===== src/rtl/control_seq.sv =====
// control_seq: multi-cycle instruction sequencer (FETCH/DECODE/EXEC/MEM/WB/TRAP/HALT).
// Waits on the fetch unit, the multi-cycle EXEC units and memory. Architectural
// writes leave only as single-cycle commit pulses from WB or TRAP.
module control_seq #(
    parameter int MUL_CYCLES  = 3,
    parameter int DIV_CYCLES  = 34,
    parameter int MEM_TIMEOUT = 255,
    parameter int CNT_W       = 64
) (
    input  logic             clk,
    input  logic             rst,
    output logic             ifu_req,
    input  logic             ifu_rdy,
    input  logic             dec_legal,
    input  logic             dec_rf_wen,
    input  logic             dec_csr,
    input  logic             dec_load,
    input  logic             dec_store,
    input  logic             dec_mul,
    input  logic             dec_div,
    input  logic             dec_trap,
    input  logic             dec_halt,
    output logic             mem_req,
    output logic             mem_wen,
    input  logic             mem_ack,
    output logic             rf_wen,
    output logic             c_wen,
    output logic             pc_wen,
    output logic             trap_vld,
    output logic [1:0]       trap_cause,
    output logic             busy,
    output logic             halted,
    output logic [CNT_W-1:0] retired,
    output logic [2:0]       state_o
);

    typedef enum logic [2:0] {
        S_FETCH  = 3'd0,
        S_DECODE = 3'd1,
        S_EXEC   = 3'd2,
        S_MEM    = 3'd3,
        S_WB     = 3'd4,
        S_TRAP   = 3'd5,
        S_HALT   = 3'd6
    } state_e;

    // Decode flags that later states still need after DECODE has passed.
    typedef struct packed {
        logic rf_wen;
        logic csr;
        logic load;
        logic store;
    } dec_t;

    localparam logic [1:0] CAUSE_ILL = 2'b01;
    localparam logic [1:0] CAUSE_ENV = 2'b10;
    localparam logic [1:0] CAUSE_BUS = 2'b11;

    // One shared counter serves both the EXEC countdown and the MEM wait count.
    localparam int MAX_A = (MUL_CYCLES > DIV_CYCLES) ? MUL_CYCLES : DIV_CYCLES;
    localparam int MAX_C = (MAX_A > MEM_TIMEOUT) ? MAX_A : MEM_TIMEOUT;
    localparam int CW    = $clog2(MAX_C + 1);

    localparam logic [CW-1:0] MUL_LOAD = CW'(MUL_CYCLES - 1);
    localparam logic [CW-1:0] DIV_LOAD = CW'(DIV_CYCLES - 1);
    localparam logic [CW-1:0] TO_LAST  = (MEM_TIMEOUT == 0) ? '0 : CW'(MEM_TIMEOUT - 1);

    state_e           state_q, state_d;
    logic [CW-1:0]    cnt_q, cnt_d;
    logic [CNT_W-1:0] retired_q, retired_d;
    dec_t             dec_q, dec_d;
    logic [1:0]       cause_q, cause_d;

    // State register with synchronous reset; an aborted instruction leaves no trace.
    // NOTE: sequential state uses non-blocking (<=) so every flop samples pre-edge values.
    always_ff @(posedge clk) begin
        if (rst) begin
            state_q   <= S_FETCH;
            cnt_q     <= '0;
            retired_q <= '0;
            dec_q     <= '0;
            cause_q   <= '0;
        end else begin
            state_q   <= state_d;
            cnt_q     <= cnt_d;
            retired_q <= retired_d;
            dec_q     <= dec_d;
            cause_q   <= cause_d;
        end
    end

    // Next-state, counter, decode-capture and retire-count logic.
    // NOTE: every signal gets a default first so no path leaves it unassigned (no latches).
    always_comb begin
        state_d   = state_q;
        cnt_d     = cnt_q;
        retired_d = retired_q;
        dec_d     = dec_q;
        cause_d   = cause_q;
        case (state_q)
            S_FETCH: begin
                if (ifu_rdy) state_d = S_DECODE;
            end
            S_DECODE: begin
                dec_d = '{rf_wen: dec_rf_wen, csr: dec_csr, load: dec_load, store: dec_store};
                // Preload the EXEC countdown so EXEC lasts exactly N cycles.
                if (dec_mul)      cnt_d = MUL_LOAD;
                else if (dec_div) cnt_d = DIV_LOAD;
                else              cnt_d = '0;
                if (!dec_legal) begin
                    state_d = S_TRAP;
                    cause_d = CAUSE_ILL;
                end else if (dec_halt) begin
                    state_d = S_HALT;
                end else if (dec_trap) begin
                    state_d = S_TRAP;
                    cause_d = CAUSE_ENV;
                end else begin
                    state_d = S_EXEC;
                end
            end
            S_EXEC: begin
                if (cnt_q != '0) begin
                    cnt_d = cnt_q - CW'(1);
                end else begin
                    cnt_d   = '0;
                    state_d = (dec_q.load || dec_q.store) ? S_MEM : S_WB;
                end
            end
            S_MEM: begin
                // An ack always beats a timeout reached in the same cycle.
                if (mem_ack) begin
                    state_d = S_WB;
                end else if ((MEM_TIMEOUT != 0) && (cnt_q == TO_LAST)) begin
                    state_d = S_TRAP;
                    cause_d = CAUSE_BUS;
                end else begin
                    cnt_d = cnt_q + CW'(1);
                end
            end
            S_WB: begin
                retired_d = retired_q + CNT_W'(1);
                state_d   = S_FETCH;
            end
            S_TRAP: begin
                if (cause_q == CAUSE_ENV) retired_d = retired_q + CNT_W'(1);
                state_d = S_FETCH;
            end
            S_HALT: begin
                state_d = S_HALT;
            end
            default: begin
                state_d = S_FETCH;
            end
        endcase
    end

    // Moore outputs decoded from the current state, all forced low during reset.
    always_comb begin
        ifu_req    = 1'b0;
        mem_req    = 1'b0;
        mem_wen    = 1'b0;
        rf_wen     = 1'b0;
        c_wen      = 1'b0;
        pc_wen     = 1'b0;
        trap_vld   = 1'b0;
        trap_cause = 2'b00;
        busy       = 1'b0;
        halted     = 1'b0;
        retired    = '0;
        state_o    = 3'd0;
        if (!rst) begin
            retired = retired_q;
            state_o = state_q;
            busy    = (state_q != S_FETCH) && (state_q != S_HALT);
            case (state_q)
                S_FETCH: ifu_req = 1'b1;
                S_MEM: begin
                    mem_req = 1'b1;
                    mem_wen = dec_q.store;
                end
                S_WB: begin
                    rf_wen = dec_q.rf_wen;
                    c_wen  = dec_q.csr;
                    pc_wen = 1'b1;
                end
                S_TRAP: begin
                    trap_vld   = 1'b1;
                    pc_wen     = 1'b1;
                    trap_cause = cause_q;
                end
                S_HALT:  halted = 1'b1;
                default: ;
            endcase
        end
    end

endmodule


===== config.mk =====
export PLATFORM = sky130hd
export DESIGN_NAME = control_seq
export DESIGN_NICKNAME = d
export VERILOG_FILES = /design/src/rtl/control_seq.sv
export SDC_FILE = /design/constraint.sdc
export NUM_CORES = 1
export LEC_CHECK = 0
export ABC_AREA = 1
export CORE_UTILIZATION = 52
export CTS_BUF_LIST = sky130_fd_sc_hd__clkbuf_16
export CTS_CLUSTER_SIZE = 10
export DETAILED_ROUTE_END_ITERATION = 10
export PLACE_DENSITY_LB_ADDON = 0.12
export SYNTH_ARGS = -nofsm -noshare
export SYNTH_HDL_FRONTEND = slang
export SYNTH_SLANG_ARGS = --single-unit

===== constraint.sdc =====
create_clock -name clk -period 3.6 [get_ports clk]
set_input_delay 0.36 -clock clk [delete_from_list [all_inputs] [get_ports clk]]
set_output_delay 0.36 -clock clk [all_outputs]
set_load 0.03 [all_outputs]

==> summary by stage <==
STA
For the pin with the worst max-slew slack, the measured transition is between 0.6 and 0.7 ns. The final critical path takes up 70.63% of the cycle. The final hold violation count is 0. Setup repair after global routing left no endpoint under its margin. The routed design could run at a clock period as short as 2.543 ns.

The relative slew slack is 59.17%. The total of endpoints with negative setup slack in the final report is 0. Setup total negative slack on the finished layout was measured at 0 ns. The highest clock rate is about 390 MHz. The number of slew-limit violations in the final report is 0. On the final layout, the worst clock skew is 0.009415 ns.

Clocking
TritonCTS built the clock tree. TritonCTS created 9 clock buffers. The number of gates resized after CTS is 0. Clock-pin slew was measured on the worst setup and hold paths at 0.06 ns. The buffers inserted during post-CTS setup optimization is 0. The H-tree was split into 3 levels. The later pin in the worst-skew pair is clocked with a latency of 0.34 ns. No sink is reached through more buffers than the 2 on the longest clock path. The buffer type at the clock tree root is sky130_fd_sc_hd__clkbuf_16. The clock drives roughly 80 sinks.

The number of hold buffers added after CTS was 0.

Setup path
The critical path goes through inv_1 -> nand2_1 -> nor2_4 -> inv_2 -> nor3_1 -> clkdlybuf4s50_1. The data arrival time at the worst-slack endpoint is 2.18 ns. The slowest stage of the critical path belongs to the cell sky130_fd_sc_hd__clkdlybuf4s50_1.

The most critical setup path has its startpoint at state_q[2]. STA classifies the critical path startpoint as a flip-flop. The worst setup path endpoint is mem_wen. The instance count on the critical path is 6. In this run the worst path has a maximum fanout of 8.

The largest delay contributor family on the critical path is buffers and inverters. The endpoint identified for the worst register-to-register timing path is retired_q[60]. The origin of the critical flop-to-flop path is retired_q[1]. Data on the critical path is required at its endpoint by 3.24 ns. STA classifies the critical path endpoint as an output pin.

The critical path is of the flip-flop to output pin type. The worst stage delay on the critical path is 0.69 ns. The setup slack on the worst flop-to-flop path is 1.70 ns. The logic depth of the worst register-to-register path is 10. The combined buffer and inverter count along the critical path is 3.

Drt
The post-detailed-route via-to-cell ratio is 5.098. The post-route antenna net violation count is 0. In the routed design, unresolved DRC markers number 0. In this run, the number of DRC markers left after iteration 0 of detailed routing was 354. The detailed router placed 5771 vias in this run. The number of optimization iterations in the first detailed-route pass is 5. The total wire length is 14290 µm. After detailed routing, the average wire length per cell comes to 12.62 µm.

Run
The max-cap violation count is 0.

Worst hold path
The min-delay analysis places its worst path in the category flip-flop to flip-flop.

Synth
The sequential share of the synthesized area is 30.03%. The synthesized area per cell is 5.926 µm². The synthesized design contains 0 enable-type register cells. Among all flip-flop cells after synthesis, the most frequent one is sky130_fd_sc_hd__dfxtp_1. The number of distinct library cell variants in the gate-level netlist after synthesis is 35. When the netlist entered floorplanning its net count stood at between 900 and 1000.

The synthesized design contains 81 register bits. During synthesis, Yosys emitted a total of 0 warnings. The synthesized instance count is 911. Counting flops with an async set or reset pin after synthesis yields a share of 0%. The synthesized area is 5399 µm².

Die
The number of standard-cell rows in the floorplan is 36. The height of the die is 103.9 µm. The total core area is around 10000 µm².

The die is between 100 and 150 µm wide. The die area is 10790 µm². The I/O pin count is 91.

The starting density of the core is 54.48%.

Placement
The number of buffers inserted by port buffering is 90. The placer congestion estimate is 0.9515. After legalization and detailed placement, the total HPWL measured 10570 µm. The placed cell area is 6380 µm².

Global routing
The combined global-route utilization of all metal layers is between 20% and 30%. For this run the aggregate overflow at the end of global routing stands at 0. Entering global routing, the biggest net connects 57 pins. The number of antenna violations at the first check in global routing was 0.

The via count of the first global-routing pass is 5113. The global-route wire length before repair is 23800 µm.

Pwr
The worst supply voltage drop on vdd is 0.2733 mV. The leakage power figure is 2.555 nW. The total power density per cell area is 411.9 nW/µm².

Finish
Cells fill 67.53% of the core in the end. The number of antenna diodes in the final layout is 0. Relative to the synthesized area, the layout overhead comes to 23.94%. The final layout contains between 1000 and 1500 nets. Summing all non-filler instances in the final layout gives an area of 6691 µm². The post-route netlist has roughly 5.3% of its cells at a drive strength greater than 1.

Status
The run finished with clean final reports.
==> power breakdown <==
group | internal (mW) | switching, mW
Clock | 0.600 | 0.367
Combinational | 0.243 | 0.525
Sequential | 0.964 | 0.0571
==> stage by stage <==
stage	power [mW]	setup WS, ns	instances	hold slack (ns)
after floorplan	1.597	1.096	911	0.4312
after global placement	1.788	1.237	1116	0.4571
after detailed placement	1.797	1.202	1116	0.4590
after CTS	2.760	1.061	1132	0.4687
after global routing	2.887	0.9346	1132	0.5069
final	2.756	1.057	1132	0.4650
==> cells by family after synthesis <==
group	count (synthesis)	share of synthesized area [%]
AO/OA/AOI/OAI	103	10.10
AND/OR/NAND/NOR	549	45.40
flip-flops	81	30.03
adder cells (fa/ha/maj)	5	1.159
buffers and inverters	164	11.84
XOR/XNOR	9	1.460
==> cells in the final DEF, fill, tap and decap left out, types with 5 or more instances in the layout <==
master and instances:
sky130_fd_sc_hd__nand3_1 48, sky130_fd_sc_hd__nor2_4 8, sky130_fd_sc_hd__nand2_1 189, sky130_fd_sc_hd__inv_1 140, sky130_fd_sc_hd__nor2_2 8, sky130_fd_sc_hd__nor3_1 28
sky130_fd_sc_hd__clkbuf_16 9, sky130_fd_sc_hd__nand4_1 24, sky130_fd_sc_hd__o21a_1 5, sky130_fd_sc_hd__a21oi_1 49, sky130_fd_sc_hd__xor2_1 8, sky130_fd_sc_hd__clkdlybuf4s50_1 89
sky130_fd_sc_hd__o21ai_0 41, sky130_fd_sc_hd__dfxtp_1 81, sky130_fd_sc_hd__ha_1 5, sky130_fd_sc_hd__nor2_1 222
==> worst reg2reg max path: stages (launching register included) <==
cell and delay [ns]:
sky130_fd_sc_hd__dfxtp_1 0.37, sky130_fd_sc_hd__ha_1 0.21, sky130_fd_sc_hd__nand2_1 0.11, sky130_fd_sc_hd__nor2_2 0.17, sky130_fd_sc_hd__nand2_1 0.11, sky130_fd_sc_hd__nor2_4 0.19, sky130_fd_sc_hd__nand4_4 0.20, sky130_fd_sc_hd__nor2_8 0.23
sky130_fd_sc_hd__nand3_1 0.09, sky130_fd_sc_hd__nand2_1 0.07, sky130_fd_sc_hd__nor2_1 0.05
==> area by class of cell <==
cell class                      count  area [µm²]
Clock buffer                        9       225.2
Tap cell                          133       166.4
Multi-Input combinational cell    666        3138
Timing Repair Buffer               92       913.4
Fill cell                         904        3218
Inverter                          144       540.5
Clock inverter                      7       86.33
Sequential cell                    81        1622
==> synth_stat cells, types with 4 or more instances <==
library cell / count / area share [%]
sky130_fd_sc_hd__a31oi_1: 4 / 0.46
sky130_fd_sc_hd__nor2_2: 8 / 0.93
sky130_fd_sc_hd__inv_1: 139 / 9.7
sky130_fd_sc_hd__clkbuf_1: 14 / 0.97
sky130_fd_sc_hd__nor2_1: 222 / 15
sky130_fd_sc_hd__inv_2: 4 / 0.28
sky130_fd_sc_hd__ha_1: 5 / 1.2
sky130_fd_sc_hd__nand2_4: 4 / 0.83
sky130_fd_sc_hd__nand2_1: 189 / 13
sky130_fd_sc_hd__o21ai_0: 41 / 3.8
sky130_fd_sc_hd__xor2_1: 8 / 1.3
sky130_fd_sc_hd__dfxtp_1: 81 / 30
sky130_fd_sc_hd__nor3_1: 28 / 2.6
sky130_fd_sc_hd__nor2_4: 8 / 1.7
sky130_fd_sc_hd__nand2_2: 4 / 0.46
sky130_fd_sc_hd__nand3_1: 48 / 4.4
sky130_fd_sc_hd__o21a_1: 5 / 0.70
sky130_fd_sc_hd__a21oi_1: 49 / 4.5
sky130_fd_sc_hd__nand4_1: 24 / 2.8
==> state kept, by name (all words and copies together), names as in the netlist <==
register and flops:
dec_q 4, cnt_q 8, state_q 3, cause_q 2
retired_q 64
==> per-layer routing <==
layer,global-route usage (%),share of wire [%]
met5,0,0
met4,7.755,0.99
met3,3.195,4.9
met2,45.24,47
met1,35.44,47
==> worst min path at each step <==
stage,end,start,slack (ns),depth (start not counted)
4_1_cts,dec_q[3],dec_q[3],0.47,2
3_3_place_gp,dec_q[2],dec_q[2],0.46,2
3_5_place_dp,dec_q[3],dec_q[3],0.46,2
2_1_floorplan,dec_q[2],dec_q[2],0.43,2
6_report,dec_q[3],dec_q[3],0.46,2
5_1_grt,dec_q[3],dec_q[3],0.51,2
(Power assumes the default switching activity.)
